===== src/rtl/bpi_intrf_fsm.sv =====
// BPI NOR flash cycle sequencer: one timed write or read cycle per EXECUTE pulse.
// Optional triplicated state/counter/path with per-cycle majority reload.
module bpi_intrf_fsm #(
  parameter int unsigned LATCH_CYC = 2,
  parameter int unsigned WE_CYC    = 4,
  parameter int unsigned OE_CYC    = 8,
  parameter int unsigned TMR       = 0
) (
  input  logic CLK,
  input  logic RST,
  input  logic EXECUTE,
  input  logic READ,
  input  logic WRITE,
  output logic BUSY,
  output logic CAP,
  output logic E,
  output logic L,
  output logic W,
  output logic G,
  output logic LOAD
);

  typedef enum logic [2:0] {
    S_IDLE  = 3'd0,
    S_CAPT  = 3'd1,
    S_DEC   = 3'd2,
    S_LATCH = 3'd3,
    S_WR    = 3'd4,
    S_RD    = 3'd5,
    S_HOLD  = 3'd6
  } state_t;

  localparam logic [3:0] LATCH_N = 4'(LATCH_CYC - 1);
  localparam logic [3:0] WE_N    = 4'(WE_CYC - 1);
  localparam logic [3:0] OE_N    = 4'(OE_CYC - 1);

  state_t     state, state_nx;
  logic [3:0] cnt, cnt_nx;
  logic       path_rd, path_nx;

  always_comb begin
    state_nx = state;
    cnt_nx   = cnt;
    path_nx  = path_rd;
    if (cnt != '0)
      cnt_nx = cnt - 4'd1;
    unique case (state)
      S_IDLE:  if (EXECUTE) state_nx = S_CAPT;
      S_CAPT:  state_nx = S_DEC;
      S_DEC: begin
        if (READ ^ WRITE) begin
          state_nx = S_LATCH;
          cnt_nx   = LATCH_N;
          path_nx  = READ;
        end else begin
          state_nx = S_IDLE;
        end
      end
      S_LATCH: begin
        if (cnt == '0) begin
          state_nx = path_rd ? S_RD : S_WR;
          cnt_nx   = path_rd ? OE_N : WE_N;
        end
      end
      S_WR, S_RD: if (cnt == '0) state_nx = S_HOLD;
      S_HOLD:  state_nx = S_IDLE;
      default: state_nx = S_IDLE;
    endcase
  end

  generate
    if (TMR != 0) begin : g_tmr
      logic [2:0] st_q0, st_q1, st_q2;
      logic [3:0] cnt_q0, cnt_q1, cnt_q2;
      logic       path_q0, path_q1, path_q2;

      // Every copy reloads from the voted next value, so a single upset heals in one edge.
      always_ff @(posedge CLK or negedge RST) begin
        if (!RST) begin
          st_q0   <= '0;
          st_q1   <= '0;
          st_q2   <= '0;
          cnt_q0  <= '0;
          cnt_q1  <= '0;
          cnt_q2  <= '0;
          path_q0 <= 1'b0;
          path_q1 <= 1'b0;
          path_q2 <= 1'b0;
        end else begin
          st_q0   <= state_nx;
          st_q1   <= state_nx;
          st_q2   <= state_nx;
          cnt_q0  <= cnt_nx;
          cnt_q1  <= cnt_nx;
          cnt_q2  <= cnt_nx;
          path_q0 <= path_nx;
          path_q1 <= path_nx;
          path_q2 <= path_nx;
        end
      end

      assign state   = state_t'((st_q0 & st_q1) | (st_q0 & st_q2) | (st_q1 & st_q2));
      assign cnt     = (cnt_q0 & cnt_q1) | (cnt_q0 & cnt_q2) | (cnt_q1 & cnt_q2);
      assign path_rd = (path_q0 & path_q1) | (path_q0 & path_q2) | (path_q1 & path_q2);
    end else begin : g_single
      always_ff @(posedge CLK or negedge RST) begin
        if (!RST) begin
          state   <= S_IDLE;
          cnt     <= '0;
          path_rd <= 1'b0;
        end else begin
          state   <= state_nx;
          cnt     <= cnt_nx;
          path_rd <= path_nx;
        end
      end
    end
  endgenerate

  // Outputs are decoded from the next state so they are registered yet aligned with the state.
  always_ff @(posedge CLK or negedge RST) begin
    if (!RST) begin
      BUSY <= 1'b0;
      CAP  <= 1'b0;
      E    <= 1'b0;
      L    <= 1'b0;
      W    <= 1'b0;
      G    <= 1'b0;
      LOAD <= 1'b0;
    end else begin
      BUSY <= (state_nx != S_IDLE);
      CAP  <= (state_nx == S_CAPT);
      E    <= (state_nx == S_LATCH) || (state_nx == S_WR) ||
              (state_nx == S_RD) || (state_nx == S_HOLD);
      L    <= (state_nx == S_LATCH);
      W    <= (state_nx == S_WR);
      G    <= (state_nx == S_RD);
      LOAD <= (state_nx == S_RD) && (cnt_nx == '0);
    end
  end

endmodule


===== config.mk =====
export PLATFORM = sky130hd
export DESIGN_NAME = bpi_intrf_fsm
export DESIGN_NICKNAME = d
export VERILOG_FILES = /design/src/rtl/bpi_intrf_fsm.sv
export SDC_FILE = /design/constraint.sdc
export NUM_CORES = 1
export LEC_CHECK = 0
export ABC_AREA = 1
export BUFFER_PORTS_ARGS = -buffer_cell sky130_fd_sc_hd__buf_2
export CAP_MARGIN = 40
export CORE_UTILIZATION = 57
export DETAILED_ROUTE_END_ITERATION = 8
export PLACE_DENSITY = 0.77
export REMOVE_ABC_BUFFERS = 1
export SLEW_MARGIN = 20
export SYNTH_ARGS = -nofsm -noshare
export SYNTH_HDL_FRONTEND = slang
export SYNTH_SLANG_ARGS = --single-unit

===== constraint.sdc =====
create_clock -name CLK -period 2.94 [get_ports CLK]
set_input_delay 0.147 -clock CLK [delete_from_list [all_inputs] [get_ports CLK]]
set_output_delay 0.147 -clock CLK [all_outputs]
set_load 0.02 [all_outputs]

==> out/qor.csv <==
stage;metric;value;unit
synthesis;synthAdderAreaFrac;1.580;%
sta;tightest_slew;0.3328;ns
placed_design;port_buffers;11;
sta;grt_setup_unrepaired;no;
global_route;grt_max_degree;16;
setup_path;required;3.10;ns
setup_path;cpPeakStageDelay;0.38;ns
setup_path;ff2ff_path_depth;9;
power_and_ir_drop;clkPwrFrac;11.3;%
setup_path;critPathCaptureType;flop;
synthesis;ys_types;19;
synthesis;synthesis.area;792.0;sq um
worst_hold_path;min_to;CAP;
synthesis;synth.area.mux_share;0;%
route;wl_per_cell;10.90;um
clock_network;cts_root_buffer;clkbuf_4;
route;ant_nets;0;
global_route;grt_usage;22.48;%
route;drt-pass1-iter-count;4;
global_route;met3_usage;5.114;%
sta;period_minus_slack;1.496;ns
clock_network;ctsResizeCount;0;
setup_path;cp_max_fo;5;
clock_network;cts_tree;built;
route;vias_per_cell;5.016;
global_route;grt_pass1_vias;533;
outcome;outcome;finished, final reports clean;
clock_network;clockBufferDepth;2;
clock_network;path_clk_slew;0.09;ns
floorplan;dieWidth;39.28;um
setup_path;crit_slowest_cell;dfrtp_1;
layout;diodes;0;
synthesis;synth_top_area_cell;dfrtp_1;
sta;fin_crit_sh;50.87;%
power_and_ir_drop;seq_power_share;33.0;%
sta;skew;0.005126;ns
layout;design_area;902.1;sq um
sta;finalSetupTns;0;ns
power_and_ir_drop;p_sw_share;47.78;%
global_route;antenna_found_initial;0;
power_and_ir_drop;leakage;0.0005068;uW
global_route;grt_pass1_wl;2.194;mm
sta;whs;0.09670;ns
placed_design;place_area;865.8;sq um
route;vias;612;
sta;finalSetupViolCount;0;
floorplan;die_area;1543;sq um
synthesis;ys.warnings.count;0;
worst_hold_path;whs_path_depth;3;
sta;slew_viol_final;0;
synthesis;synth-seq-area-share;47.39;%
synthesis;ys_dominant_reg_cell;dfrtp_1;
sta;slew_headroom;77.81;%
layout;drive_above_1_share;34.58;%
setup_path;critical_path_buf_inv_count;3;
synthesis;synth_seq_cells;15;
synthesis;synth_top_family_by_area;simple AND/OR/NAND/NOR gates;
power_and_ir_drop;switching_power;492.5;uW
job;max_cap_violations;0;
sta;fmax;668.7;MHz
power_and_ir_drop;ir_drop;0.6471;mV
power_and_ir_drop;share_comb_of_total_power;55.7;%
synthesis;avgSynthCellArea;8.703;sq um
synthesis;yosysTopAreaCellShare;47.39;%
layout;syn_to_final_growth;13.90;%
clock_network;clock_latency;0.28;ns
setup_path;arrival;1.66;ns
setup_path;crit_type;reg -> reg;
setup_path;start_kind;flop;
synthesis;synth-edff-count;0;
setup_path;rr_endpoint;BUSY;
route;drt_iter0_drc;8;
sta;hold_viol_final;0;
placed_design;place.gp.congestion;0.8573;
setup_path;critPathTopFamily;simple AND/OR/NAND/NOR gates;
power_and_ir_drop;power_density;1143;nW/um^2
synthesis;synth-async-reset-ratio;100.0;%
floorplan;rows;13;
route;drc;0;
synthesis;synth_cells;91;
setup_path;crit_chain;inv_1 -> ha_1 -> nand2_4 -> inv_2 -> nand2_1 -> nand2_2 -> nand2_4 -> inv_2 -> nand3_1;
worst_hold_path;hold_path_startpoint;EXECUTE;
clock_network;htree_levels;1;
layout;nets;114;
route;drt_wl_total;1.330;mm
global_route;grtUsageMet2;38.33;%
setup_path;r2r_start;cnt[0];
global_route;gr-total-overflow;0;
layout;fillers;116;
synthesis;yosysMostFrequentCell;nand2_1;
global_route;use_met1;26.57;%
power_and_ir_drop;internal-power;538.3;uW
global_route;busiest_layer;met2;
synthesis;synth_commonest_cells;16 x nand2_1, 15 x dfrtp_1, 10 x nor2_1;
floorplan;io_pins;12;
floorplan;die_h;39.28;um
floorplan;core;1301;sq um
placed_design;post-dp-hpwl;994.3;um
worst_hold_path;worstHoldPathType;in -> reg;
clock_network;numCtsBuffers;3;
clock_network;cts_sinks;15;
synthesis;synth_xor_area_share;2.212;%
synthesis;synth-compound-area-share;1.264;%
synthesis;synthSimpleGateAreaFrac;40.44;%
synthesis;yosys-top-cells-area;dfrtp_1 47%, nand2_1 7.6%, nand3_1 5.7%;
floorplan;start_util;60.87;%
setup_path;rrSetupSlack;1.44;ns
==> area by class of cell <==
type | count | area (sq um) | share of cell area, %
clock buffer | 4 | 26.28 | 2.913
inverter | 15 | 56.30 | 6.241
multi-input combinational | 61 | 360.3 | 39.94
sequential | 15 | 375.4 | 41.61
tap | 15 | 18.77 | 2.080
timing repair buffer | 12 | 65.06 | 7.212
==> power by group through the flow <==
stage / combinational (uW) / sequential [uW] / clock [uW]
after floorplan: 438 / 370 / 0
after CTS: 576 / 341 / 119
final: 574 / 340 / 116
after global routing: 651 / 349 / 128
after detailed placement: 572 / 345 / 0
after global placement: 568 / 344 / 0
==> flip-flops by register name, summed over array words and instances, names as in the netlist <==
name and count:
W 1, G 1, LOAD 1, cnt 4, CAP 1, path_rd 1, E 1, BUSY 1
L 1, state 3
==> worst register-to-register path: stages, from the launching register on <==
cell and delay [ns]:
dfrtp_1 0.38, inv_1 0.11, ha_1 0.32, nand2_4 0.10, inv_2 0.08, nand2_1 0.08
nand2_2 0.09, nand2_4 0.07, inv_2 0.07, nand3_1 0.06
==> metrics by stage <==
step	setup slack (ns)	cells	total power, uW	utilization (%)
finish	1.444	122	1031	69.33
global route	1.313	122	1128	69.33
CTS	1.443	122	1036	69.33
detailed placement	1.462	117	916.2	66.54
global placement	1.514	117	911.8	66.54
floorplan	1.615	91	808.4	-
==> layout by cell type, fill, tap and decap left out, types with 2 or more instances in the layout <==
cell      instances
nand2_2           5
inv_1             9
nand2_4           4
nand4_1           3
inv_2             6
buf_2            11
nor2_2            2
nand2_1          16
dfrtp_1          15
nor2_4            4
nor2_1           10
nand3_1           9
clkbuf_4          3
==> worst max path at each step <==
| stage | from | to | slack, ns | cells after the start |
|---|---|---|---|---|
| 5_1_grt | cnt[0] | LOAD | 1.31 | 10 |
| 4_1_cts | cnt[0] | E | 1.44 | 9 |
| 3_5_place_dp | cnt[0] | E | 1.46 | 9 |
| 6_report | cnt[0] | BUSY | 1.44 | 9 |
| 3_3_place_gp | cnt[0] | BUSY | 1.51 | 9 |
| 2_1_floorplan | cnt[0] | BUSY | 1.62 | 9 |
==> logic make-up (layout without fill, tap and decap cells) <==
group                      after synthesis  count (layout)
xor gates and xnor gates                 2               2
and+or+nand+nor                         56              56
AOI/OAI and AO/OA                        2               2
DFF                                     15              15
adders and majority gates                1               1
buffers and inverters                   15              31
==> what timing repair did <==
action / in CTS / in global routing
buffers inserted: 0 / 0
hold endpoints to repair: 15 / 0
hold buffers: 1 / 0
==> layer usage <==
layer / part of all wire (%) / vias up / routed length, um
met5: 0 / - / 0
met4: 1.9 / 0 / 25
met3: 2.2 / 5 / 29
met2: 49 / 9 / 655
met1: 47 / 283 / 619
li1: - / 315 / -
No activity file was read; power rests on OpenSTA's default activity.
